$ cat config.mk
export PLATFORM = sky130hd
export DESIGN_NAME = cayde_regfile_sb
export DESIGN_NICKNAME = d
export VERILOG_FILES = /design/src/rtl/cayde_regfile_sb.sv
export SDC_FILE = /design/constraint.sdc
export NUM_CORES = 2
export LEC_CHECK = 0
export ABC_AREA = 0
export BUFFER_PORTS_ARGS = -buffer_cell sky130_fd_sc_hd__buf_2
export CAP_MARGIN = 20
export CORE_UTILIZATION = 45
export CTS_CLUSTER_DIAMETER = 150
export DETAILED_ROUTE_END_ITERATION = 6
export SLEW_MARGIN = 20
export SYNTH_ARGS = -nofsm -noshare
export SYNTH_HDL_FRONTEND = slang
export SYNTH_SLANG_ARGS = --single-unit
$ cat constraint.sdc
create_clock -name clk -period 4.1 [get_ports clk]
set_input_delay 0.41 -clock clk [delete_from_list [all_inputs] [get_ports clk]]
set_output_delay 0.41 -clock clk [all_outputs]
set_load 0.01 [all_outputs]
$ cat src/rtl/cayde_regfile_sb.sv
// Integer register file for the cayde core: NRD combinational read ports, one
// write-back port with write-first bypass, and a per-register pending-write scoreboard.
module cayde_regfile_sb #(
    parameter  int XLEN = 32,
    parameter  int NREG = 32,
    parameter  int NRD  = 2,
    localparam int AW   = $clog2(NREG)
) (
    input  logic                clk,
    input  logic                rst,
    input  logic [NRD*AW-1:0]   raddr_in,
    output logic [NRD*XLEN-1:0] rdata_out,
    output logic [NRD-1:0]      rbusy_out,
    input  logic                wen_in,
    input  logic [AW-1:0]       waddr_in,
    input  logic [XLEN-1:0]     wdata_in,
    input  logic                iss_valid_in,
    input  logic [AW-1:0]       iss_rd_in,
    output logic                iss_ready_out,
    output logic [AW:0]         pend_cnt_out
);

    // x0 has no storage; entries 1..NREG-1 only.
    logic [XLEN-1:0] mem_q [1:NREG-1];
    logic [NREG-1:0] busy_q, busy_d;
    logic [AW:0]     cnt_q, cnt_d;

    logic wb_fire;
    logic claim_set;
    logic wb_clears;

    assign wb_fire = wen_in && (waddr_in != '0);

    // A write-back to the claimed register in the same cycle frees the slot for the new producer.
    assign iss_ready_out = iss_valid_in &&
                           ((iss_rd_in == '0) || !busy_q[iss_rd_in] ||
                            (wen_in && (waddr_in == iss_rd_in)));

    assign claim_set = iss_valid_in && iss_ready_out && (iss_rd_in != '0);
    assign wb_clears = wb_fire && busy_q[waddr_in];

    // NOTE: every variable written in always_comb gets a default first, so no latch is inferred.
    always_comb begin
        busy_d = busy_q;
        if (wb_fire) begin
            busy_d[waddr_in] = 1'b0;
        end
        if (claim_set) begin
            busy_d[iss_rd_in] = 1'b1;
        end
        busy_d[0] = 1'b0;
    end

    always_comb begin
        cnt_d = cnt_q + (AW+1)'(claim_set) - (AW+1)'(wb_clears);
    end

    assign pend_cnt_out = cnt_q;

    // NOTE: sequential state uses non-blocking assignments so all flops sample pre-edge values.
    // NOTE: the data array is reset too, because architectural registers must read 0 after reset.
    always_ff @(posedge clk or negedge rst) begin
        if (!rst) begin
            for (int r = 1; r < NREG; r++) begin
                mem_q[r] <= '0;
            end
            busy_q <= '0;
            cnt_q  <= '0;
        end else begin
            for (int r = 1; r < NREG; r++) begin
                if (wen_in && (waddr_in == AW'(r))) begin
                    mem_q[r] <= wdata_in;
                end
            end
            busy_q <= busy_d;
            cnt_q  <= cnt_d;
        end
    end

    for (genvar p = 0; p < NRD; p++) begin : g_rd
        logic [AW-1:0]   addr;
        logic            hit;
        logic [XLEN-1:0] stored;
        logic [XLEN-1:0] data;
        logic            busy;

        assign addr = raddr_in[p*AW +: AW];
        assign hit  = wen_in && (waddr_in == addr);

        always_comb begin
            stored = '0;
            for (int r = 1; r < NREG; r++) begin
                if (addr == AW'(r)) begin
                    stored = mem_q[r];
                end
            end
        end

        // Write-first bypass: a register being written back is never reported busy.
        always_comb begin
            data = stored;
            busy = busy_q[addr];
            if (addr == '0) begin
                data = '0;
                busy = 1'b0;
            end else if (hit) begin
                data = wdata_in;
                busy = 1'b0;
            end
        end

        assign rdata_out[p*XLEN +: XLEN] = data;
        assign rbusy_out[p]              = busy;
    end

endmodule

# [Word level (Yosys, flattened, before mapping)]
# Index checks and enable logic that the tools add are counted.
# W data, S select, Z words.
[word_totals] ff_bits=1029 out_inout_bits=73
[classes] order_cmp=6 n_bitwise=3 n_reduce_logical=49 n_eq_ne=96 addsub=2 mux=84
[op_table] op="$mux W32" count=68
[op_table] op="$eq A5 B5 Y1 const B" count=48
[op_table] op="$eq A5 B4 Y1 const B" count=24
[op_table] op="$eq A5 B3 Y1 const B" count=12
[op_table] op="$logic_and A1 B1 Y1" count=41
[op_table] op="$and A32 B32 Y32" count=1
[op_table] op="$not A32 Y32" count=1
[op_table] op="$or A32 B32 Y32" count=1
[op_table] op="$eq A5 B2 Y1 const B" count=6
[op_table] op="$lt A5 B6 Y1 const B" count=4
[op_table] op="$bmux W1 S5" count=4
[op_table] op="$eq A5 B1 Y1 const B" count=3
[op_table] op="$eq A5 B5 Y1" count=3
[op_table] op="$logic_not A5 Y1" count=3
[op_table] op="$demux W1 S5" count=2
[op_table] op="$ge A5 B1 Y1 const B" count=2
[op_table] op="$mux W1" count=10
[op_table] op="$reduce_bool A5 Y1" count=2
[op_table] op="$add A6 B1 Y6" count=1
[op_table] op="$sub A6 B1 Y6" count=1
[op_table] op="$logic_or A1 B1 Y1" count=2
[op_table] op="$logic_not A1 Y1" count=1

# [Logic depth before layout (Yosys ltp)]
[logic_depth] ltp_word=34 ltp_mapped=17 depth_no_buf=16

# [Worst setup path before layout]
# Ideal clock, no wire load.
[synth_path] kind="input to register" startpoint="input port iss_rd_in[0]" endpoint="register cnt_q[4] (netlist: pend_cnt_out[4])" stages=16 arrival_time_ns=3.167 path_buffers=1 setup_ns=0.123 slack_ns=0.810 cell_sequence="buf_6 > mux4_2 > a22oi_1 > nand3_1 > o211ai_2 > and2_1 > nand2_1 > ha_1 > inv_1 > ha_1 > inv_1 > fa_1 > inv_1 > a21o_1 > a21oi_1 > xnor2_1"
[synth_via] elab_chain_len=10
[synth_rtl] item="from (decl)" line="18" rtl="input logic [AW-1:0] iss_rd_in,"
[synth_rtl] item="$bmux W1 S5" line="36" rtl="((iss_rd_in == '0) || !busy_q[iss_rd_in] ||"
[synth_rtl] item="$mux W1 (not written as such)" line="36"
[synth_rtl] item="$logic_not A1 Y1" line="36"
[synth_rtl] item="$logic_or A1 B1 Y1" line="36"
[synth_rtl] item="$logic_or A1 B1 Y1 *" line="36"
[synth_rtl] item="$logic_and A1 B1 Y1 *" line="35" rtl="assign iss_ready_out = iss_valid_in &&"
[synth_rtl] item="via iss_ready_out" line="19" rtl="output logic iss_ready_out,"
[synth_rtl] item="$logic_and A1 B1 Y1 * (2 in a row)" line="39" rtl="assign claim_set = iss_valid_in && iss_ready_out && (iss_rd_in != '0);"
[synth_rtl] item="$add A6 B1 Y6 *" line="55" rtl="cnt_d = cnt_q + (AW+1)'(claim_set) - (AW+1)'(wb_clears);"
[synth_rtl] item="$sub A6 B1 Y6 *" line="55"
[synth_rtl] item="via cnt_d[4]" line="26" rtl="logic [AW:0] cnt_q, cnt_d;"
[synth_rtl] item="to (signal assigned)" line="76" rtl="cnt_q <= cnt_d;"
[synth_rtl] item="to (decl)" line="26"
# Mark *: on every way through the listed nets, which the timed path passes. The rest lies on a longest branch. The select of a mux whose other input is x is not followed.
# A chain may end at the register's enable or synchronous reset.

# [Worst setup path in the final report]
[layout_path] startpoint="register mem_q[373] (netlist name)" endpoint="output port rdata_out[53]"
[layout_via] elab_chain_len=14
[layout_rtl] item="from (decl)" line="24" rtl="logic [XLEN-1:0] mem_q [1:NREG-1];"
[layout_rtl] item="from (signal, indexed assignment)" line="72" rtl="mem_q[r] <= wdata_in;"
[layout_rtl] item="$mux W32 (12 in a row)" line="93" rtl="if (addr == AW'(r)) begin"
[layout_rtl] item="$mux W32" line="106" rtl="end else if (hit) begin"
[layout_rtl] item="$mux W32" line="103" rtl="if (addr == '0) begin"
[layout_rtl] item="to (decl)" line="12" rtl="output logic [NRD*XLEN-1:0] rdata_out,"
# No other way between the ends.

==> results.json <==
{
  "drive_above_1_share_pct": 36.77,
  "synthDominantCellAreaShare_pct": 45.09,
  "cts.sinks": 1029,
  "die_w_um": 358.2,
  "tightest_slew_ns": 1.351,
  "crit_path_max_fanout": 3,
  "grtUsageTotal_pct": 53.02,
  "reg2regPathDepth": 16,
  "die_h_um": 358.2,
  "ys_warn_count": 0,
  "mappedNetlistNets": 5376,
  "ant_nets": 0,
  "area_delta_synth_final_pct": 18.31,
  "synthTopCellsByArea": "dfrtp_1 (45%), mux2_2 (20%), a22oi_1 (4.6%), a21oi_1 (2.5%), nand2_1 (2.1%)",
  "place_area_um2": 63550,
  "yosysTopAreaCell": "dfrtp_1",
  "worst-path-buf-inv": 3,
  "cts_buffer_depth": 3,
  "hold_path_depth": 3,
  "dieArea_um2": 128300,
  "grt_util_met1_pct": 70.23,
  "status": "finished, violations left",
  "max-slew-margin-rel_pct": 9.215,
  "rsz0062_at_grt": "no",
  "drtIter0Drc": 10340,
  "max_clock_freq_ghz": 0.2335,
  "cp-end-kind": "output pin",
  "wl_per_cell_um": 46.75,
  "numCtsBuffers": 116,
  "ys_types": 99,
  "grt.met2_usage_pct": 68.31,
  "cts_tree": "yes",
  "synth_seq_cells": 1029,
  "worstPathRequired_ns": 3.69,
  "leakagePower_nw": 29.80,
  "fin_cells": 7416,
  "worst_ep_arrival_time_ns": 3.87,
  "fin_area_um2": 67560,
  "p_sw_mw": 10.68,
  "cp_slowest_cell": "a211oi_1",
  "report.final.slew_viol_count": 0,
  "wirelength_um": 346700,
  "port-buffer-count": 128,
  "tns_ns": -0.7394,
  "violations": "DRC, setup timing",
  "start_util_pct": 45.42,
  "syn-instance-count": 5313,
  "met3_usage_pct": 26.54,
  "total_power_mw": 32.09,
  "grt_pass1_wl_um": 463000,
  "via_per_inst": 7.602,
  "hold_viol_final": 0,
  "dp_hpwl_um": 244800,
  "clkPwrFrac_pct": 34.4,
  "place_congestion": 1.079,
  "finish.utilization_pct": 53.73,
  "maxCapViolCount": 0,
  "dp.cells": 7187,
  "drc": 12,
  "ios": 129,
  "post-route-period-util_pct": 104.5,
  "path_class": "reg -> out",
  "synthArstFlopShare_pct": 100.0,
  "syn_area_um2": 57110,
  "grt_pass1_vias": 52120,
  "cp.depth": 9,
  "vias": 56380,
  "combPwrFrac_pct": 19.6,
  "peakVddDrop_uv": 491.0,
  "cp_top_family": "compound AO/OA/AOI/OAI gates",
  "avgSynthCellArea_um2": 10.75,
  "htreeDepth": 3,
  "rows": 130,
  "p_int_mw": 21.41,
  "yosysSeqAreaShare_pct": 45.09,
  "grt_max_degree": 105,
  "final.min_clock_period_ns": 4.283,
  "layout.nets": 5720,
  "cts_setup_buffers": 0,
  "top_usage_layer": "met1",
  "setup_viol": 9,
  "power_frac_seq_pct": 46.0,
  "power_density_nw_per_um2": 475.0,
  "clock-skew-final_ns": 0.01468,
  "path_cells": "a21oi_1 > a21oi_1 > o21ai_0 > a211oi_1 > o31ai_1 > buf_12 > a21oi_1 > buf_4 > buf_2",
  "coreArea_um2": 125700,
  "synth-edff-count": 0,
  "dr.pass1.iters": 7,
  "path_common_cell": "a21oi_1",
  "layout_setup_ws_ns": -0.1830,
  "hold_ws_ns": 0.09062,
  "overflow": 0,
  "cts-root-buf": "clkbuf_16",
  "pre_cts_slack_ns": -0.02600,
  "hold_class": "in -> reg",
  "cp-start-kind": "flop",
  "clkTransAtPathRegs_ns": 0.06,
  "swShare_pct": 33.28,
  "antenna_found_initial": 32,
  "synth_ff_type": "dfrtp_1",
  "insertion_delay_ns": 0.76,
  "critical-path-max-stage-delay_ns": 0.73
}
[area by class of cell]
type,instances,area [µm²]
Tap cell,1650,2064
Antenna cell,17,42.54
Clock inverter,43,521.8
Timing Repair Buffer,742,6296
Inverter,38,142.6
Multi-Input combinational cell,3730,29360
Clock buffer,167,3386
Sequential cell,1029,25750
Fill cell,11200,58170
[worst register-to-register path, delay by kind of cell (launching register included)]
family	cells	cell delay, ns
AOI/OAI and AO/OA	4	0.59
muxes	1	0.47
adders and majority gates	3	0.91
and+or+nand+nor	4	0.64
buffers and inverters	3	0.20
DFF	1	0.45
xor gates and xnor gates	1	0.12
[what timing repair did]
item / 4_1_cts / 5_1_grt
hold buffers: 1 / 0
hold endpoints to repair: 51 / 0
gates resized for setup: 1 / 7
setup endpoints to repair: 1 / 7
gates cloned: 0 / 0
[state kept, by name, indices dropped and copies added, names as in the netlist]
signal,count
mem_q,992
pend_cnt_out,6
busy_q,31
[path summary, 6_finish.rpt]
path / from / end / slack, ns
setup / recovery: mem_q[373] / rdata_out[53] / -0.18
setup reg to reg: busy_q[29] / pend_cnt_out[4] / 0.61
hold reg to reg: pend_cnt_out[0] / pend_cnt_out[0] / 0.51
min in group asynchronous: rst / mem_q[83] / 0.37
hold / removal: iss_valid_in / busy_q[29] / 0.09
max in group asynchronous: rst / mem_q[898] / 2.59
[synthesized netlist by cell type, drive strengths merged, types with 15 or more instances]
cell type     n
buf         249
a22o         77
o22ai        91
and2         17
and3         58
a222oi       29
or3          21
a211oi       31
a2111oi      19
nor2        247
o21ai       261
a31oi        23
mux4         36
nand4        54
nor3b        17
a21o         27
clkbuf      267
nor3         85
o2111ai      15
inv          36
nand2       323
o221ai       39
nand3b       21
nand3       107
mux2i        38
dfrtp      1029
a22oi       350
o211ai       45
nor4         29
a21oi       280
mux2       1004
nand2b       23
nor2b        46
a221oi       98
[cell families (layout without fill, tap and decap cells)]
logic type                 Yosys count  after routing  share of synthesized area (%)
AOI/OAI and AO/OA                 1526           1526                          18.49
and+or+nand+nor                   1098           1098                          9.768
muxes                             1078           1078                          21.88
DFF                               1029           1029                          45.09
buffers and inverters              554            990                          4.281
xor gates and xnor gates            21             21                         0.3221
adders and majority gates            7              7                         0.1665
other                                0             17                              0
[layout by cell type (no fill, tap or decap), types with 39 or more instances in the layout]
master,instances
a21oi_1,280
a221oi_1,97
a22o_1,77
a22oi_1,350
and3_1,57
buf_12,81
buf_2,122
buf_4,533
clkbuf_16,117
dfrtp_1,1029
mux2_2,1004
nand2_1,305
nand3_1,104
nand4_1,52
nor2_1,177
nor2b_1,42
nor3_1,84
o211ai_1,44
o21ai_0,225
o221ai_1,39
o22ai_1,91
[layer usage]
| metal | wire, µm | vias up |
|---|---|---|
| met5 | 529 | - |
| met4 | 26630 | 24 |
| met3 | 56700 | 1520 |
| met2 | 130000 | 5465 |
| met1 | 132800 | 28390 |
| li1 | - | 20970 |
[power groups by stage]
stage | Clock (mW) | Sequential, mW | Combinational (mW)
after global routing | 11.4 | 14.9 | 6.50
final | 11.0 | 14.8 | 6.29
after floorplan | 0 | 13.5 | 3.63
after CTS | 11.0 | 14.5 | 6.01
after detailed placement | 0 | 14.7 | 5.98
after global placement | 0 | 14.7 | 5.89
(Power assumes the default switching activity.)
